$ cat src/rtl/one2five_tx.sv
// Packet repeater: buffers one packet, then transmits it COPIES times with the copy number
// written over byte WHEREISID and GAP idle cycles after each copy.
module one2five_tx #(
   parameter int unsigned WHEREISID = 0,
   parameter int unsigned COPIES    = 5,
   parameter int unsigned MAXLEN    = 64,
   parameter int unsigned GAP       = 12
) (
   input  logic       clk,
   input  logic       rst,
   input  logic       en_in,
   input  logic [7:0] data_in,
   output logic       ready,
   output logic       tx_en,
   output logic [7:0] txdata,
   output logic [3:0] copy_id,
   output logic       done,
   output logic       overflow
);

   localparam int unsigned AW = (MAXLEN > 1) ? $clog2(MAXLEN) : 1;
   localparam int unsigned LW = $clog2(MAXLEN + 1);
   localparam int unsigned GW = (GAP > 1) ? $clog2(GAP + 1) : 1;

   typedef enum logic [1:0] {StIdle, StLoad, StSend, StGap} state_e;

   logic [7:0]    mem [MAXLEN];
   state_e        state_q, state_d;
   logic [LW-1:0] len_q, len_d;
   logic [LW-1:0] idx_q, idx_d;
   logic [3:0]    copy_q, copy_d;
   logic [GW-1:0] gap_q, gap_d;
   logic          done_q, done_d;
   logic          ovf_q, ovf_d;
   logic          wr_en;
   logic [AW-1:0] wr_addr;
   logic          rd_vld_q, rd_vld_d;
   logic [7:0]    rd_data_q, rd_data_d;
   logic          tx_en_q;
   logic [7:0]    txdata_q;

   always_comb begin
      state_d   = state_q;
      len_d     = len_q;
      idx_d     = idx_q;
      copy_d    = copy_q;
      gap_d     = gap_q;
      done_d    = 1'b0;
      ovf_d     = ovf_q;
      wr_en     = 1'b0;
      wr_addr   = len_q[AW-1:0];
      rd_vld_d  = 1'b0;
      rd_data_d = 8'h00;
      unique case (state_q)
         StIdle: begin
            if (en_in) begin
               wr_en   = 1'b1;
               wr_addr = '0;
               len_d   = LW'(1);
               state_d = StLoad;
            end
         end
         StLoad: begin
            if (en_in) begin
               if (len_q == LW'(MAXLEN)) begin
                  ovf_d = 1'b1;
               end else begin
                  wr_en = 1'b1;
                  len_d = len_q + LW'(1);
               end
            end else begin
               idx_d   = '0;
               copy_d  = 4'd1;
               state_d = StSend;
            end
         end
         StSend: begin
            // Buffer read is staged twice before the pins, giving the two-cycle start latency
            rd_vld_d  = 1'b1;
            rd_data_d = ({{(32-LW){1'b0}}, idx_q} == WHEREISID) ? {4'b0000, copy_q}
                                                                : mem[idx_q[AW-1:0]];
            if (en_in) ovf_d = 1'b1;
            if (idx_q == len_q - LW'(1)) begin
               gap_d   = '0;
               state_d = StGap;
            end else begin
               idx_d = idx_q + LW'(1);
            end
         end
         StGap: begin
            if (en_in) ovf_d = 1'b1;
            if (gap_q == GW'(GAP - 1)) begin
               if (copy_q == 4'(COPIES)) begin
                  done_d  = 1'b1;
                  copy_d  = 4'd0;
                  len_d   = '0;
                  idx_d   = '0;
                  state_d = StIdle;
               end else begin
                  copy_d  = copy_q + 4'd1;
                  idx_d   = '0;
                  state_d = StSend;
               end
            end else begin
               gap_d = gap_q + GW'(1);
            end
         end
         default: state_d = StIdle;
      endcase
   end

   always_ff @(posedge clk) begin
      if (!rst) begin
         state_q   <= StIdle;
         len_q     <= '0;
         idx_q     <= '0;
         copy_q    <= 4'd0;
         gap_q     <= '0;
         done_q    <= 1'b0;
         ovf_q     <= 1'b0;
         rd_vld_q  <= 1'b0;
         rd_data_q <= 8'h00;
         tx_en_q   <= 1'b0;
         txdata_q  <= 8'h00;
      end else begin
         state_q   <= state_d;
         len_q     <= len_d;
         idx_q     <= idx_d;
         copy_q    <= copy_d;
         gap_q     <= gap_d;
         done_q    <= done_d;
         ovf_q     <= ovf_d;
         rd_vld_q  <= rd_vld_d;
         rd_data_q <= rd_data_d;
         tx_en_q   <= rd_vld_q;
         txdata_q  <= rd_data_q;
      end
   end

   always_ff @(posedge clk) begin
      if (rst && wr_en) mem[wr_addr] <= data_in;
   end

   assign ready    = (state_q == StIdle);
   assign tx_en    = tx_en_q;
   assign txdata   = txdata_q;
   assign copy_id  = copy_q;
   assign done     = done_q;
   assign overflow = ovf_q;

endmodule

$ cat config.mk
export PLATFORM = sky130hd
export DESIGN_NAME = one2five_tx
export DESIGN_NICKNAME = d
export VERILOG_FILES = /design/src/rtl/one2five_tx.sv
export SDC_FILE = /design/constraint.sdc
export NUM_CORES = 1
export LEC_CHECK = 0
export ABC_AREA = 0
export BUFFER_PORTS_ARGS = -buffer_cell sky130_fd_sc_hd__buf_2
export CAP_MARGIN = 20
export CORE_MARGIN = 5
export CORE_UTILIZATION = 55
export DETAILED_ROUTE_END_ITERATION = 10
export PLACE_DENSITY_LB_ADDON = 0.12
export SYNTH_ARGS = -nofsm -noshare
export SYNTH_HDL_FRONTEND = slang
export SYNTH_SLANG_ARGS = --single-unit
$ cat constraint.sdc
create_clock -name clk -period 4.64 [get_ports clk]
set_input_delay 0.928 -clock clk [delete_from_list [all_inputs] [get_ports clk]]
set_output_delay 0.928 -clock clk [all_outputs]
set_load 0.01 [all_outputs]
Word-level counts from Yosys, hierarchy flattened --
Memory sizes are Yosys's and may differ from the RTL's. A register that Yosys moved wholly into a read port is not among the register bits. Cells that the tools add are included.
Cells by class: equality and inequality tests 18, $add $sub $neg 5, bitwise gates (word level) 2, multiplexer cells 40, reductions and logical operators 18
Operators with widths (number):
- 7-bit two-way mux | 8
- 7-bit one-hot mux with 3 select lines | 2
- 4-bit two-way mux | 6
- 6-bit two-way mux | 4
- 2-bit != test (second input constant) | 10
- 4-bit one-hot mux with 2 select lines | 2
- 7-bit by 1-bit adder with 7-bit output (second input constant) | 2
- 4-bit AND reduction | 3
- 1-bit two-way mux | 10
- 2-bit two-way mux | 5
- 3-bit AND reduction | 3
- 4-bit by 1-bit adder with 4-bit output (second input constant) | 2
- 2-bit one-hot mux with 4 select lines | 1
- 7-bit equality test | 1
- 7-bit equality test (second input constant) | 1
- 7-bit logical NOT | 1
- 7-bit by 1-bit subtractor with 7-bit output (second input constant) | 1
- 6-bit AND reduction | 1
- 2-bit nonzero test | 3
- 3-bit nonzero test | 2
- 2-bit equality test (second input constant) | 2
- 4-bit by 3-bit equality test with 1-bit output (second input constant) | 1
- 4-bit equality test (second input constant) | 1
- 1-bit one-hot mux with 2 select lines | 2
- 8 further kinds | 9
Storage, ports and cells: flip-flop bits (word level) 44, memories kept 1, input bits 11, bits in writable memories 512, output and inout port bits 16, word-level logic and storage cells 96
Memory list:
- mem | words 64, bits a word 8, read ports 1, clocked after Yosys merged registers in 1, wr ports 1, line 27 | logic [7:0] mem [MAXLEN];

Depth between registers and ports, before layout --
Gate-level depths: netlist (run 1).
depth in word-level cells 7, gate-level depth with buffers 9, gate-level depth less buffers 8

Worst setup path before layout (run 1) --
No wires, ideal clock.
path type in2reg, from input port en_in, to memory mem[27][0], enable pin, library setup time 0.370 ns, path buffers 1, setup slack 1.757 ns, data required time 4.270 ns, cell stages on the path 5, arrival time 2.513 ns, path through clkbuf_1 > nand3_1 > a2111oi_0 > nand2_1 > nor2_1
On the way: cells in the longest elaborated chain, start to end 5, elaborated cells between the ends (all ways) 8, those cells by class mux: 7; reduce/logical: 1
RTL lines:
- from (decl) | line 11 | input logic en_in,
- 1-bit two-way mux, on equally long branches | line 64, 56
- 1-bit one-hot mux with 2 select lines | line 54 | unique case (state_q)
- 1-bit logical AND | line 141 | if (rst && wr_en) mem[wr_addr] <= data_in;
- 1-bit two-way mux | line 141
- 1-bit two-way mux (implied by the code) | line 141
- to (decl) | line 27
Parallel ways exist; a longest one is shown, timed or not.

Final worst setup path (run 1) --
from register state_q[0], to memory mem[33][2], enable pin
On the way: cells in the longest elaborated chain, start to end 5, elaborated cells between the ends (all ways) 7, those cells by class eq/ne: 1; mux: 4; reduce/logical: 2
RTL lines:
- from (decl) | line 28 | state_e state_q, state_d;
- from (signal assigned) | line 114 | state_q <= StIdle;
- from (signal assigned) | line 126 | state_q <= state_d;
- 2-bit by 1-bit equality test with 1-bit output or 2-bit logical NOT (tied branches) | line 54
- 1-bit one-hot mux with 2 select lines | line 54
- 1-bit logical AND | line 141
- 1-bit two-way mux | line 141
- 1-bit two-way mux (implied by the code) | line 141
Parallel ways exist; a longest one is shown, timed or not.

==> results of run 1 <==
-- worst min-delay path by stage --
stage	startpoint	to	slack, ns	depth (start not counted)
finish	rd_data_q[0]	txdata[0]	0.43	1
global route	rd_data_q[0]	txdata[0]	0.44	1
CTS	rd_data_q[0]	txdata[0]	0.44	1
detailed placement	rd_data_q[0]	txdata[0]	0.42	1
global placement	rd_data_q[3]	txdata[3]	0.42	1
floorplan	rd_vld_q	tx_en	0.41	1
-- power breakdown --
group	switching, W	leakage [nW]	internal, W	total [W]
logic	0.000224	1.65	0.000126	0.000350
clock network	0.00181	0.876	0.00261	0.00442
registers	0.0000293	5.01	0.00553	0.00556
-- metrics by stage --
step	setup WS, ns	instances	util [%]
after global routing	0.748	1770	62.0
final	0.991	1770	62.0
after detailed placement	0.760	1674	57.5
after CTS	1.06	1770	62.0
after floorplan	1.76	1158	-
after global placement	0.784	1674	57.5
-- worst reg2reg max path, delay by kind of cell, from the launching register on --
kind / cells / cell delay (ns)
AND/OR/NAND/NOR: 2 / 1.43
flip-flops: 1 / 0.80
AO/OA/AOI/OAI: 1 / 0.76
buffers and inverters: 1 / 0.28
-- final cells by class --
cell class / count / area (um^2) / share of cell area, %
Sequential cell: 562 / 16400 / 66.5
Timing Repair Buffer: 46 / 318 / 1.29
Multi-Input combinational cell: 528 / 5450 / 22.1
Clock buffer: 67 / 1460 / 5.94
Clock inverter: 29 / 315 / 1.28
Tap cell: 525 / 657 / 2.67
Inverter: 13 / 48.8 / 0.198
-- registers in the layout (all words and copies together), names as in the netlist, named ones only --
signal,cells
overflow,1
idx_q,7
rd_data_q,8
state_q,2
copy_id,4
len_q,7
txdata,8
gap_q,4
tx_en,1
done,1
mem,512
rd_vld_q,1
-- layout by cell type, fill, tap and decap left out, types with 17 or more instances in the layout --
master | Yosys | final
a21oi_1 | 21 | 21
buf_2 | 13 | 26
buf_4 | 0 | 17
clkbuf_16 | 0 | 57
dfxtp_1 | 50 | 46
edfxtp_1 | 512 | 512
mux2i_1 | 47 | 47
mux4_2 | 132 | 132
nand2_1 | 49 | 49
nand3_1 | 24 | 24
nor2_1 | 89 | 89
-- per-layer routing --
layer  GRT usage [%]  share of wire, %  vias to the layer above
li1                -                 -                     4786
met1            33.0                42                     5820
met2            34.8                47                      408
met3            4.85               7.2                       95
met4            8.38               3.6                        0
met5               0                 0                        -
-- cell families (layout without fill, tap and decap cells) --
logic type	count (synthesis)	count (layout)
DFF	562	562
adders and majority gates	8	8
AOI/OAI and AO/OA	99	99
xor gates and xnor gates	13	13
and+or+nand+nor	225	225
buffers and inverters	68	155
muxes	183	183
==> flow_metrics.env, run 1 <==
export IMPL_period_share_pct=78.7
export IMPL_vdd_ir_drop_max_uv=304
export IMPL_row_count=73
export IMPL_grt_ovfl_total=0
export IMPL_finalSetupViolations=0
export IMPL_startpoint="state_q[0]"
export IMPL_synthArstFlopShare_pct=0
export IMPL_synthTopCellsByCount="edfxtp_1 (512), mux4_2 (132), nor2_1 (89)"
export IMPL_place_gp_congestion=0.861
export IMPL_die_h_um=210
export IMPL_setup_tns_ns=0
export IMPL_rr_worst_depth=4
export IMPL_antenna_cells=0
export IMPL_crit_path_end_kind="flop"
export IMPL_clock_latency_ns=0.59
export IMPL_worst_clock_skew_ns=0.0119
export IMPL_synth_edff_count=512
export IMPL_path_cells="inv_1 > a2111oi_0 > nand2_1 > nor2_1"
export IMPL_r2r_start="state_q[0]"
export IMPL_post_cts_buffers=0
export IMPL_ctsHoldBuffers=0
export IMPL_htreeDepth=2
export IMPL_cts_root_buf="clkbuf_16"
export IMPL_synth_cells=1158
export IMPL_yosysMostFrequentCell="edfxtp_1"
export IMPL_max_stage_delay_ns=0.80
export IMPL_synth_compound_area_share_pct=3.07
export IMPL_dr_pass1_iters=5
export IMPL_ys_ff_latch=562
export IMPL_yosysWarnings=0
export IMPL_cts_clk_slew_worst_paths_ns=0.06
export IMPL_crit_family="simple AND/OR/NAND/NOR gates"
export IMPL_antenna_left=0
export IMPL_r2r_slack_ns=0.99
export IMPL_slowest_stage="dfxtp_1"
export IMPL_io_pins=27
export IMPL_ys_top_cells_by_area="edfxtp_1 (70%), mux4_2 (13%), dfxtp_1 (4.5%)"
export IMPL_clock_path_buffers=3
export IMPL_hold_viol_final=0
export IMPL_grt_pass1_wl_mm=73.5
export IMPL_power_total_w=0.0103
export IMPL_status="completed"
export IMPL_rr_endpoint="mem[33][2]"
export IMPL_slew_violations=0
export IMPL_power_leakage_nw=7.54
export IMPL_tightest_slew_ns=1.10
export IMPL_p_per_area_mw_per_mm2=419
export IMPL_yosys_area_share_xor_xnor_pct=0.549
export IMPL_syn_area_per_cell_um2=19.1
export IMPL_finalWorstPathRequiredPeriod_ns=3.65
export IMPL_synth_top_cell_by_area="edfxtp_1"
export IMPL_worst_path_stages=4
export IMPL_area_delta_synth_final_pct=11.5
export IMPL_yosys_area_share_simple_pct=4.81
export IMPL_synth_ff_type="edfxtp_1"
export IMPL_rsz0062_at_grt="false"
export IMPL_via_per_inst=6.28
export IMPL_synth_top_family_by_area="multiplexers"
export IMPL_maxCapViolCount=0
export IMPL_drtIter0Drc=1058
export IMPL_hp_class="flop to flop"
export IMPL_whs_ns=0.431
export IMPL_fp_dieArea_mm2=0.0443
export IMPL_cts_resized=0
export IMPL_cts_tree="done"
export IMPL_required_ns=4.86
export IMPL_synth_adder_area_share_pct=0.453
export IMPL_grt_total_usage_pct=22.8
export IMPL_initial_core_util_pct=55.6
export IMPL_endpoint="mem[33][2]"
export IMPL_portBuffers=26
export IMPL_grt_max_degree=65
export IMPL_yosysSeqAreaShare_pct=74.1
export IMPL_grt_pass1_vias=11000
export IMPL_netlist_cell_type_count=55
export IMPL_syn_area_mm2=0.0221
export IMPL_drive_gt1_share_pct=21.8
export IMPL_post_dp_cell_area_mm2=0.0229
export IMPL_cp_max_fo=18
export IMPL_die_width_um=210
export IMPL_final_area_mm2=0.0246
export IMPL_grt_antenna_before_repair=0
export IMPL_drc_errors=0
export IMPL_finalWirelength_mm=50.2
export IMPL_post_dp_hpwl_mm=32.0
export IMPL_critPathLaunchType="flop"
export IMPL_syn_nets=1177
export IMPL_relSlewSlack_pct=26.3
export IMPL_nets=1224
export IMPL_synthMuxAreaShare_pct=15.8
export IMPL_core_area_mm2=0.0397
export IMPL_num_vias=11100
export IMPL_cts_buffers=54
export IMPL_cp_num_buf_inv=1
export IMPL_cts_sinks=562
export IMPL_synth_top_area_share_pct=69.6
export IMPL_fillers=2816
export IMPL_fmax_mhz=274
export IMPL_wire_per_inst_um=28.4
export IMPL_crit_type="flop to flop"
export IMPL_critical_path_arrival_ns=3.86
Power figures use the tool's default switching activity.
==> run 2, diff against run 1 <==
==> constraint.sdc (replaced) <==
create_clock -name clk -period 3.8 [get_ports clk]
set_input_delay 0.76 -clock clk [delete_from_list [all_inputs] [get_ports clk]]
set_output_delay 0.76 -clock clk [all_outputs]
set_load 0.01 [all_outputs]
==> flow_metrics.env, run 2 (synthesis results as in run 1) <==
export IMPL_p_per_area_mw_per_mm2=507
export IMPL_wire_per_inst_um=27.2
export IMPL_status="completed"
export IMPL_fin_util_pct=63.5
export IMPL_rsz0062_at_grt="false"
export IMPL_cts_clk_slew_worst_paths_ns=0.06
export IMPL_io_pins=27
export IMPL_relSlewSlack_pct=29.3
export IMPL_dr_pass1_iters=5
export IMPL_drive_gt1_share_pct=25.7
export IMPL_area_delta_synth_final_pct=14.1
export IMPL_fillers=2756
export IMPL_layout_commonest_cell="edfxtp_1"
export IMPL_cp_max_fo=8
export IMPL_worst_clock_skew_ns=0.0146
export IMPL_clock_latency_ns=0.60
export IMPL_drc_errors=0
export IMPL_multiInputGateArea_mm2=0.00545
export IMPL_power_leakage_nw=7.90
export IMPL_row_count=73
export IMPL_r2r_slack_ns=0.30
export IMPL_nets=1284
export IMPL_top_register="mem"
export IMPL_setup_tns_ns=0
export IMPL_power_total_w=0.0128
export IMPL_required_ns=4.04
export IMPL_die_width_um=210
export IMPL_grt_pass1_wl_mm=74.0
export IMPL_critPathLaunchType="flop"
export IMPL_crit_type="flop to flop"
export IMPL_hp_class="flop to flop"
export IMPL_crit_path_end_kind="flop"
export IMPL_final_cell_mix="edfxtp_1 (512), mux4_2 (132), nor2_1 (89)"
export IMPL_clkPwrFrac_pct=43.5
export IMPL_finalWorstPathRequiredPeriod_ns=3.50
export IMPL_die_h_um=210
export IMPL_post_dp_hpwl_mm=32.4
export IMPL_slowest_stage="a2111oi_0"
export IMPL_slew_violations=0
export IMPL_period_share_pct=92.2
export IMPL_fp_dieArea_mm2=0.0443
export IMPL_htreeDepth=2
export IMPL_grt_max_degree=65
export IMPL_grt_ovfl_total=0
export IMPL_num_vias=11300
export IMPL_finalSetupViolations=0
export IMPL_regArea_mm2=0.0164
export IMPL_drtIter0Drc=1220
export IMPL_max_stage_delay_ns=0.81
export IMPL_crit_family="simple AND/OR/NAND/NOR gates"
export IMPL_fmax_mhz=285
export IMPL_cts_buffers=56
export IMPL_p_int_w=0.0102
export IMPL_grt_antenna_before_repair=0
export IMPL_cts_tree="done"
export IMPL_cts_resized=0
export IMPL_core_area_mm2=0.0397
export IMPL_via_per_inst=6.17
export IMPL_antenna_left=0
export IMPL_critical_path_arrival_ns=3.74
export IMPL_ctsHoldBuffers=0
export IMPL_hold_viol_final=0
export IMPL_cts_sinks=562
export IMPL_initial_core_util_pct=55.6
export IMPL_share_seq_of_total_power_pct=53.1
export IMPL_post_cts_buffers=0
export IMPL_antenna_cells=0
export IMPL_netSwitchingFraction_pct=20.2
export IMPL_p_comb_share_pct=3.4
export IMPL_largest_reg_flops=512
export IMPL_path_cells="inv_1 > ha_1 > and3b_1 > a2111oi_0 > nand2_1 > nor2_1"
export IMPL_cp_num_buf_inv=1
export IMPL_switchingPower_w=0.00258
export IMPL_grt_total_usage_pct=22.7
export IMPL_portBuffers=26
export IMPL_tightest_slew_ns=1.05
export IMPL_place_gp_congestion=0.910
export IMPL_finalWirelength_mm=49.9
export IMPL_maxCapViolCount=0
export IMPL_vdd_ir_drop_max_uv=444
export IMPL_grt_pass1_vias=11200
export IMPL_cts_root_buf="clkbuf_16"
export IMPL_clock_path_buffers=3
## run 2: power groups by stage
stage | Clock (W) | Combinational (W) | Sequential (W)
2_1_floorplan | 0 | 0.000247 | 0.00689
3_3_place_gp | 0 | 0.000425 | 0.00691
3_5_place_dp | 0 | 0.000435 | 0.00691
4_1_cts | 0.00565 | 0.000436 | 0.00678
5_1_grt | 0.00594 | 0.000469 | 0.00678
6_report | 0.00556 | 0.000439 | 0.00678
## run 2: layer usage
| layer | global-route usage [%] | vias to the layer above | wire (um) |
|---|---|---|---|
| li1 | - | 4905 | - |
| met1 | 34.5 | 5901 | 21700 |
| met2 | 34.6 | 447 | 23200 |
| met3 | 4.02 | 77 | 3690 |
| met4 | 6.82 | 0 | 1300 |
| met5 | 0 | - | 0 |
## run 2: cell type report
class                           instances  area share [%]
Tap cell                              525            2.61
Inverter                               13           0.194
Timing Repair Buffer                  104            3.19
Clock inverter                         34            1.40
Clock buffer                           70            5.98
Sequential cell                       562            65.0
Multi-Input combinational cell        528            21.6
## run 2: metrics by stage
| stage | std cells | area (um^2) | hold WS, ns | setup WS [ns] |
|---|---|---|---|---|
| 6_report | 1836 | 25200 | 0.435 | 0.297 |
| 5_1_grt | 1836 | 25200 | 0.468 | 0.0543 |
| 4_1_cts | 1834 | 25200 | 0.434 | 0.294 |
| 3_5_place_dp | 1730 | 23300 | 0.420 | 0.264 |
| 3_3_place_gp | 1729 | 23300 | 0.422 | 0.323 |
| 2_1_floorplan | 1158 | 22100 | 0.412 | 1.08 |
## run 2: final timing paths
| kind | cells after the start | end | start |
|---|---|---|---|
| setup / recovery | 6 | mem[27][0] | len_q[0] |
| hold / removal | 1 | tx_en | rd_vld_q |
| setup reg to reg | 6 | mem[27][0] | len_q[0] |
| hold reg to reg | 1 | tx_en | rd_vld_q |
## run 2: worst register-to-register path, delay by kind of cell, from the launching register on
kind,cells,cell delay (ns)
buffers and inverters,1,0.13
adders and majority gates,1,0.21
DFF,1,0.48
and+or+nand+nor,3,1.52
AOI/OAI and AO/OA,1,0.81
